$ cat src/rtl/onp_pkg.sv
// Shared token encodings, error codes and FSM state type for the RPN evaluator.
package onp_pkg;

  localparam logic [3:0] TOK_MAX_DIGIT = 4'h9;
  localparam logic [3:0] TOK_ADD       = 4'hA;
  localparam logic [3:0] TOK_SUB       = 4'hB;
  localparam logic [3:0] TOK_MUL       = 4'hC;
  localparam logic [3:0] TOK_EQ        = 4'hD;
  localparam logic [3:0] TOK_LB        = 4'hE;
  localparam logic [3:0] TOK_RB        = 4'hF;

  localparam logic [1:0] ERR_NONE      = 2'd0;
  localparam logic [1:0] ERR_UNDERFLOW = 2'd1;
  localparam logic [1:0] ERR_OVERFLOW  = 2'd2;
  localparam logic [1:0] ERR_BAD       = 2'd3;

  typedef enum logic [1:0] {
    S_IDLE,
    S_EXEC,
    S_WAIT,
    S_ERR
  } state_t;

  function automatic logic is_digit(input logic [3:0] t);
    return t <= TOK_MAX_DIGIT;
  endfunction

  function automatic logic is_arith(input logic [3:0] t);
    return (t == TOK_ADD) || (t == TOK_SUB) || (t == TOK_MUL);
  endfunction

endpackage

$ cat src/rtl/onp_stack.sv
// Parametrised operand LIFO: push, pop-two-push-one, clear; count is the only reset state.
module onp_stack
  import onp_pkg::*;
#(
  parameter int unsigned DATA_W      = 32,
  parameter int unsigned STACK_DEPTH = 8
) (
  input  logic                               clk,
  input  logic                               rst,
  input  logic                               push,
  input  logic                               pop2_push1,
  input  logic                               clear,
  input  logic [DATA_W-1:0]                  wr_data,
  output logic [DATA_W-1:0]                  top,
  output logic [DATA_W-1:0]                  next_top,
  output logic [$clog2(STACK_DEPTH+1)-1:0]   count,
  output logic                               full,
  output logic                               empty
);

  localparam int unsigned CNT_W = $clog2(STACK_DEPTH + 1);
  localparam int unsigned PTR_W = (STACK_DEPTH > 1) ? $clog2(STACK_DEPTH) : 1;

  logic [DATA_W-1:0] mem [STACK_DEPTH];
  logic [CNT_W-1:0]  cnt;
  logic [PTR_W-1:0]  wr_ptr, top_ptr, nxt_ptr;
  logic              do_push, do_pop2;

  assign wr_ptr  = PTR_W'(cnt);
  assign top_ptr = PTR_W'(cnt - CNT_W'(1));
  assign nxt_ptr = PTR_W'(cnt - CNT_W'(2));

  assign full  = (cnt == CNT_W'(STACK_DEPTH));
  assign empty = (cnt == '0);
  assign count = cnt;

  assign top      = mem[top_ptr];
  assign next_top = mem[nxt_ptr];

  assign do_push = push && !full && !clear;
  assign do_pop2 = pop2_push1 && (cnt >= CNT_W'(2)) && !clear;

  always_ff @(posedge clk) begin
    if (rst) begin
      cnt <= '0;
    end else if (clear) begin
      cnt <= '0;
    end else if (do_push) begin
      cnt <= cnt + CNT_W'(1);
    end else if (do_pop2) begin
      cnt <= cnt - CNT_W'(1);
    end
  end

  // The combined result overwrites the slot that held the second operand.
  always_ff @(posedge clk) begin
    if (do_push) begin
      mem[wr_ptr] <= wr_data;
    end else if (do_pop2) begin
      mem[nxt_ptr] <= wr_data;
    end
  end

endmodule

$ cat src/rtl/onp_eval_stack.sv
// RPN expression evaluator fed one token per 3 cycles from an upstream FIFO.
// Optional clamp-to-range arithmetic is enabled by defining ONP_SAT_EN.
module onp_eval_stack
  import onp_pkg::*;
#(
  parameter int unsigned DATA_W      = 32,
  parameter int unsigned STACK_DEPTH = 8
) (
  input  logic              clk,
  input  logic              rst,
  input  logic [3:0]        i_data,
  input  logic              i_data_ready,
  output logic              ack_data,
  output logic [DATA_W-1:0] o_result,
  output logic              o_result_ready,
  output logic              o_error,
  output logic [1:0]        o_err_code,
  output logic              o_sat
);

  localparam int unsigned CNT_W = $clog2(STACK_DEPTH + 1);

  state_t            state, next_state;
  logic [3:0]        tok;
  logic              err_mode, expr_start;
  logic              accept, new_expr, in_exec, err_drain_end;
  logic              do_push, do_op, do_eq, raise_err, stk_clear;
  logic [1:0]        err_code_c;
  logic [DATA_W-1:0] op_res, stk_wdata, stk_top, stk_next;
  logic [CNT_W-1:0]  stk_cnt;
  logic              stk_full, stk_empty;

  onp_stack #(
    .DATA_W      (DATA_W),
    .STACK_DEPTH (STACK_DEPTH)
  ) u_stack (
    .clk        (clk),
    .rst        (rst),
    .push       (do_push),
    .pop2_push1 (do_op),
    .clear      (stk_clear),
    .wr_data    (stk_wdata),
    .top        (stk_top),
    .next_top   (stk_next),
    .count      (stk_cnt),
    .full       (stk_full),
    .empty      (stk_empty)
  );

  always_ff @(posedge clk) begin
    if (rst) begin
      state <= S_IDLE;
    end else begin
      state <= next_state;
    end
  end

  always_comb begin
    next_state = state;
    accept     = 1'b0;
    unique case (state)
      S_IDLE, S_ERR: begin
        if (i_data_ready) begin
          accept     = 1'b1;
          next_state = S_EXEC;
        end
      end
      S_EXEC:  next_state = S_WAIT;
      S_WAIT:  next_state = err_mode ? S_ERR : S_IDLE;
      default: next_state = S_IDLE;
    endcase
  end

  assign new_expr      = accept && (state == S_IDLE) && expr_start;
  assign in_exec       = (state == S_EXEC) && !err_mode;
  assign err_drain_end = (state == S_EXEC) && err_mode && (tok == TOK_EQ);

  always_comb begin
    err_code_c = ERR_NONE;
    if (is_digit(tok)) begin
      if (stk_full) err_code_c = ERR_OVERFLOW;
    end else if (is_arith(tok)) begin
      if (stk_empty || (stk_cnt == CNT_W'(1))) err_code_c = ERR_UNDERFLOW;
    end else if (tok == TOK_EQ) begin
      if (stk_cnt != CNT_W'(1)) err_code_c = ERR_BAD;
    end else begin
      err_code_c = ERR_BAD;
    end
  end

  assign do_push   = in_exec && is_digit(tok) && (err_code_c == ERR_NONE);
  assign do_op     = in_exec && is_arith(tok) && (err_code_c == ERR_NONE);
  assign do_eq     = in_exec && (tok == TOK_EQ) && (err_code_c == ERR_NONE);
  assign raise_err = in_exec && (err_code_c != ERR_NONE);
  assign stk_clear = do_eq || raise_err;
  assign stk_wdata = do_op ? op_res : {{(DATA_W-4){1'b0}}, tok};

`ifdef ONP_SAT_EN
  localparam logic [DATA_W-1:0] SAT_MAX = {1'b0, {(DATA_W-1){1'b1}}};
  localparam logic [DATA_W-1:0] SAT_MIN = {1'b1, {(DATA_W-1){1'b0}}};

  logic [DATA_W:0]     sum_w, diff_w, prod_hi;
  logic [2*DATA_W-1:0] prod_w;
  logic                op_sat, op_neg, sat_r;

  always_comb begin
    sum_w   = {stk_next[DATA_W-1], stk_next} + {stk_top[DATA_W-1], stk_top};
    diff_w  = {stk_next[DATA_W-1], stk_next} - {stk_top[DATA_W-1], stk_top};
    prod_w  = $signed({{DATA_W{stk_next[DATA_W-1]}}, stk_next}) *
              $signed({{DATA_W{stk_top[DATA_W-1]}}, stk_top});
    prod_hi = prod_w[2*DATA_W-1:DATA_W-1];
    op_res  = sum_w[DATA_W-1:0];
    op_sat  = 1'b0;
    op_neg  = 1'b0;
    unique case (tok)
      TOK_SUB: begin
        op_res = diff_w[DATA_W-1:0];
        op_sat = diff_w[DATA_W] != diff_w[DATA_W-1];
        op_neg = diff_w[DATA_W];
      end
      TOK_MUL: begin
        op_res = prod_w[DATA_W-1:0];
        op_sat = !((&prod_hi) || !(|prod_hi));
        op_neg = prod_w[2*DATA_W-1];
      end
      default: begin
        op_res = sum_w[DATA_W-1:0];
        op_sat = sum_w[DATA_W] != sum_w[DATA_W-1];
        op_neg = sum_w[DATA_W];
      end
    endcase
    if (op_sat) op_res = op_neg ? SAT_MIN : SAT_MAX;
  end

  always_ff @(posedge clk) begin
    if (rst) begin
      sat_r <= 1'b0;
    end else if (new_expr) begin
      sat_r <= 1'b0;
    end else if (do_op && op_sat) begin
      sat_r <= 1'b1;
    end
  end

  assign o_sat = sat_r;
`else
  always_comb begin
    unique case (tok)
      TOK_SUB: op_res = stk_next - stk_top;
      TOK_MUL: op_res = stk_next * stk_top;
      default: op_res = stk_next + stk_top;
    endcase
  end

  assign o_sat = 1'b0;
`endif

  // A bad-depth '=' has itself closed the expression, so it skips the error drain.
  always_ff @(posedge clk) begin
    if (rst) begin
      tok            <= '0;
      ack_data       <= 1'b0;
      err_mode       <= 1'b0;
      expr_start     <= 1'b1;
      o_result       <= '0;
      o_result_ready <= 1'b0;
      o_error        <= 1'b0;
      o_err_code     <= ERR_NONE;
    end else begin
      ack_data <= accept;
      if (accept) tok <= i_data;
      if (new_expr) begin
        expr_start     <= 1'b0;
        o_result_ready <= 1'b0;
        o_error        <= 1'b0;
        o_err_code     <= ERR_NONE;
      end
      if (do_eq) begin
        o_result       <= stk_top;
        o_result_ready <= 1'b1;
        expr_start     <= 1'b1;
      end
      if (raise_err) begin
        o_error    <= 1'b1;
        o_err_code <= err_code_c;
        if (tok == TOK_EQ) begin
          expr_start <= 1'b1;
        end else begin
          err_mode <= 1'b1;
        end
      end
      if (err_drain_end) begin
        err_mode   <= 1'b0;
        expr_start <= 1'b1;
      end
    end
  end

endmodule

$ cat config.mk
export PLATFORM = sky130hd
export DESIGN_NAME = onp_eval_stack
export DESIGN_NICKNAME = d
export VERILOG_FILES = /design/src/rtl/onp_pkg.sv /design/src/rtl/onp_stack.sv /design/src/rtl/onp_eval_stack.sv
export SDC_FILE = /design/constraint.sdc
export NUM_CORES = 2
export LEC_CHECK = 0
export CAP_MARGIN = 20
export CORE_MARGIN = 5
export CORE_UTILIZATION = 50
export CTS_BUF_LIST = sky130_fd_sc_hd__clkbuf_8 sky130_fd_sc_hd__clkbuf_16
export CTS_CLUSTER_DIAMETER = 30
export DETAILED_ROUTE_END_ITERATION = 10
export GPL_ROUTABILITY_DRIVEN = 0
export PLACE_DENSITY = 0.63
export SYNTH_ARGS = -nofsm -noshare
export SYNTH_HDL_FRONTEND = slang
export SYNTH_SLANG_ARGS = --single-unit
$ cat constraint.sdc
create_clock -name clk -period 14.87 [get_ports clk]
set_clock_uncertainty 0.15 [all_clocks]
set_input_delay 2.974 -clock clk [delete_from_list [all_inputs] [get_ports clk]]
set_output_delay 2.974 -clock clk [all_outputs]
set_load 0.005 [all_outputs]
==> flow_metrics.tcl <==
set metrics [dict create \
    ys_types 70 \
    postCtsSetupBuffers 0 \
    drt-total-wl_mm 94.33 \
    clockBufferDepth 3 \
    ys_ff_latch 305 \
    drv_slew 0 \
    diodes 0 \
    core_um2 61830 \
    die_w_um 260.0 \
    period_needed_ns 11.67 \
    crit_path_end_kind "register" \
    cts.repair.resized 0 \
    antenna_found_initial 3 \
    num_vias 22480 \
    hold_class "reg -> reg" \
    via_per_inst 5.968 \
    drive_gt1_share_pct 12.94 \
    netlist_instances 2868 \
    synth.avg_cell_area_um2 10.90 \
    layout_common_cells "420 x nor2_1, 417 x inv_1, 409 x fa_1" \
    clockRootBuffer "clkbuf_16" \
    critPathMostFrequentCell "fa_1" \
    synth-async-reset-ratio_pct 0 \
    setup_viol 0 \
    cap_viol_max_count 0 \
    finalSetupTns_ns 0 \
    synth_nets 3450 \
    area_growth_pct 10.14 \
    ant_nets 0 \
    cp_max_fo 29 \
    fin_nets 3475 \
    hpwl_mm 68.27 \
    grt_util_all_layers_pct 28.09 \
    fmax_mhz 85.70 \
    numCtsBuffers 45 \
    mappedNetlistArea_um2 31260 \
    critical_path.startpoint_type "register" \
    slew_headroom_pct 20.27 \
    hold_violations 0 \
    first_pass_iters 6 \
    seq_area_frac_synth_pct 27.73 \
    synth_edf_count 256 \
    cts_htree_levels 2 \
    cts_tree "done" \
    hold_buffers 0 \
    regArea_um2 8676 \
    dieArea_um2 67610 \
    die-height_um 260.0 \
    rsz0062_at_grt "false" \
    rows 91 \
    crit_required_ns 14.97 \
    route.detailed.drc 0 \
    crit_arrival_ns 11.77 \
    final_common_cell "nor2_1" \
    grt_pass1_vias 23730 \
    grt_pass1_wl_mm 143.4 \
    crit_path_max_incr_delay_ns 0.76 \
    timing.final.crit_share_pct 78.47 \
    grt_max_degree 64 \
    grt_overflow_total 0 \
    max_slew.worst_pin.slew_ns 1.171 \
    status "finished, final reports clean" \
    fillers 5207 \
    routedWlPerCell_um 25.04 \
    portBuffers 43 \
    multi_input_area_um2 20570 \
    initial_core_util_pct 50.56 \
    clock-sinks 305 \
    critPathKind "reg -> reg" \
    drtIter0Drc 2206 \
    crit_slowest_cell "clkinv_1" \
    synth_ff_type "edfxtp_1" \
    clock_latency_ns 0.57 \
    clkTransAtPathRegs_ns 0.05 \
    ys_warn_count 0 \
    ios 45 \
]
==> registers in the layout, summed over array words and instances, names as in the netlist <==
| signal | flops |
|---|---|
| ack_data | 1 |
| u_stack.mem | 256 |
| err_mode | 1 |
| o_error | 1 |
| o_result_ready | 1 |
| o_err_code | 2 |
| state | 2 |
| o_result | 32 |
| u_stack.count | 4 |
| tok | 4 |
| expr_start | 1 |
==> through the flow <==
stage                     setup WS [ns]  utilization, %  std cells  hold WS, ns  area, um2
after floorplan                   4.600               -       2868       0.3027      31260
after global placement            3.067           53.10       3678       0.3039      32830
after detailed placement          3.277           53.14       3680       0.3157      32860
after CTS                         3.267           55.61       3764       0.3228      34380
after global routing              2.611           55.68       3767       0.3381      34430
final                             3.201           55.68       3767       0.3275      34430
==> worst paths after layout <==
path / from / endpoint / slack (ns) / cells past startpoint
worst min register to register: o_error / o_error / 0.33 / 2
worst max-delay path: u_stack.count[1] / u_stack.mem[3][23] / 3.20 / 30
worst max register to register: u_stack.count[1] / u_stack.mem[3][23] / 3.20 / 30
worst min-delay path: o_error / o_error / 0.33 / 2
==> worst max-delay path, delay by kind of cell (launching register included) <==
family | cells | cell delay, ns
mux | 1 | 0.25
flops | 1 | 0.66
compound gates | 6 | 1.81
buf+inv | 9 | 2.94
simple gates | 3 | 1.09
fa+ha+maj | 10 | 4.12
xor+xnor | 1 | 0.25
==> metal layers <==
metal	GRT usage [%]	share of wire, %	wire length [um]
met1	37.46	39	36450
met4	13.02	5.9	5575
met5	0	0.014	13
met2	45.49	46	43800
met3	4.650	9.0	8482
==> synth_stat cells (32+ instances only) <==
| master | count | area [um2] |
|---|---|---|
| xor2_1 | 32 | 280.3 |
| ha_1 | 166 | 2077 |
| nor2_1 | 428 | 1607 |
| nand2_1 | 238 | 893.4 |
| xnor2_1 | 108 | 945.9 |
| inv_1 | 413 | 1550 |
| o21ai_0 | 38 | 190.2 |
| dfxtp_1 | 49 | 980.9 |
| a21oi_1 | 74 | 370.4 |
| clkbuf_1 | 92 | 345.3 |
| edfxtp_1 | 256 | 7687 |
| mux4_2 | 128 | 2883 |
| mux2i_1 | 51 | 510.5 |
| or2_2 | 37 | 231.5 |
| fa_1 | 409 | 8188 |
| a211oi_1 | 39 | 292.8 |
==> area by class of cell <==
cell class	count	area share (%)
well taps	837	3.042
flip-flops and latches	305	25.20
clock buffers	46	3.344
inverters	428	4.667
clock inverters	38	1.094
multi-input cells	1997	59.75
repair buffers	116	2.908
==> logic make-up after synthesis <==
family	count (synthesis)	synth area share (%)
AO/OA/AOI/OAI	259	5.324
XOR/XNOR	142	4.047
adder cells (fa/ha/maj)	575	32.84
buffers and inverters	566	7.198
flip-flops	305	27.73
multiplexers	197	11.74
other	1	0.01200
AND/OR/NAND/NOR	823	11.10
Power is not shown: default switching activity piles up to over one toggle a cycle in this logic, so the estimate is an artifact.
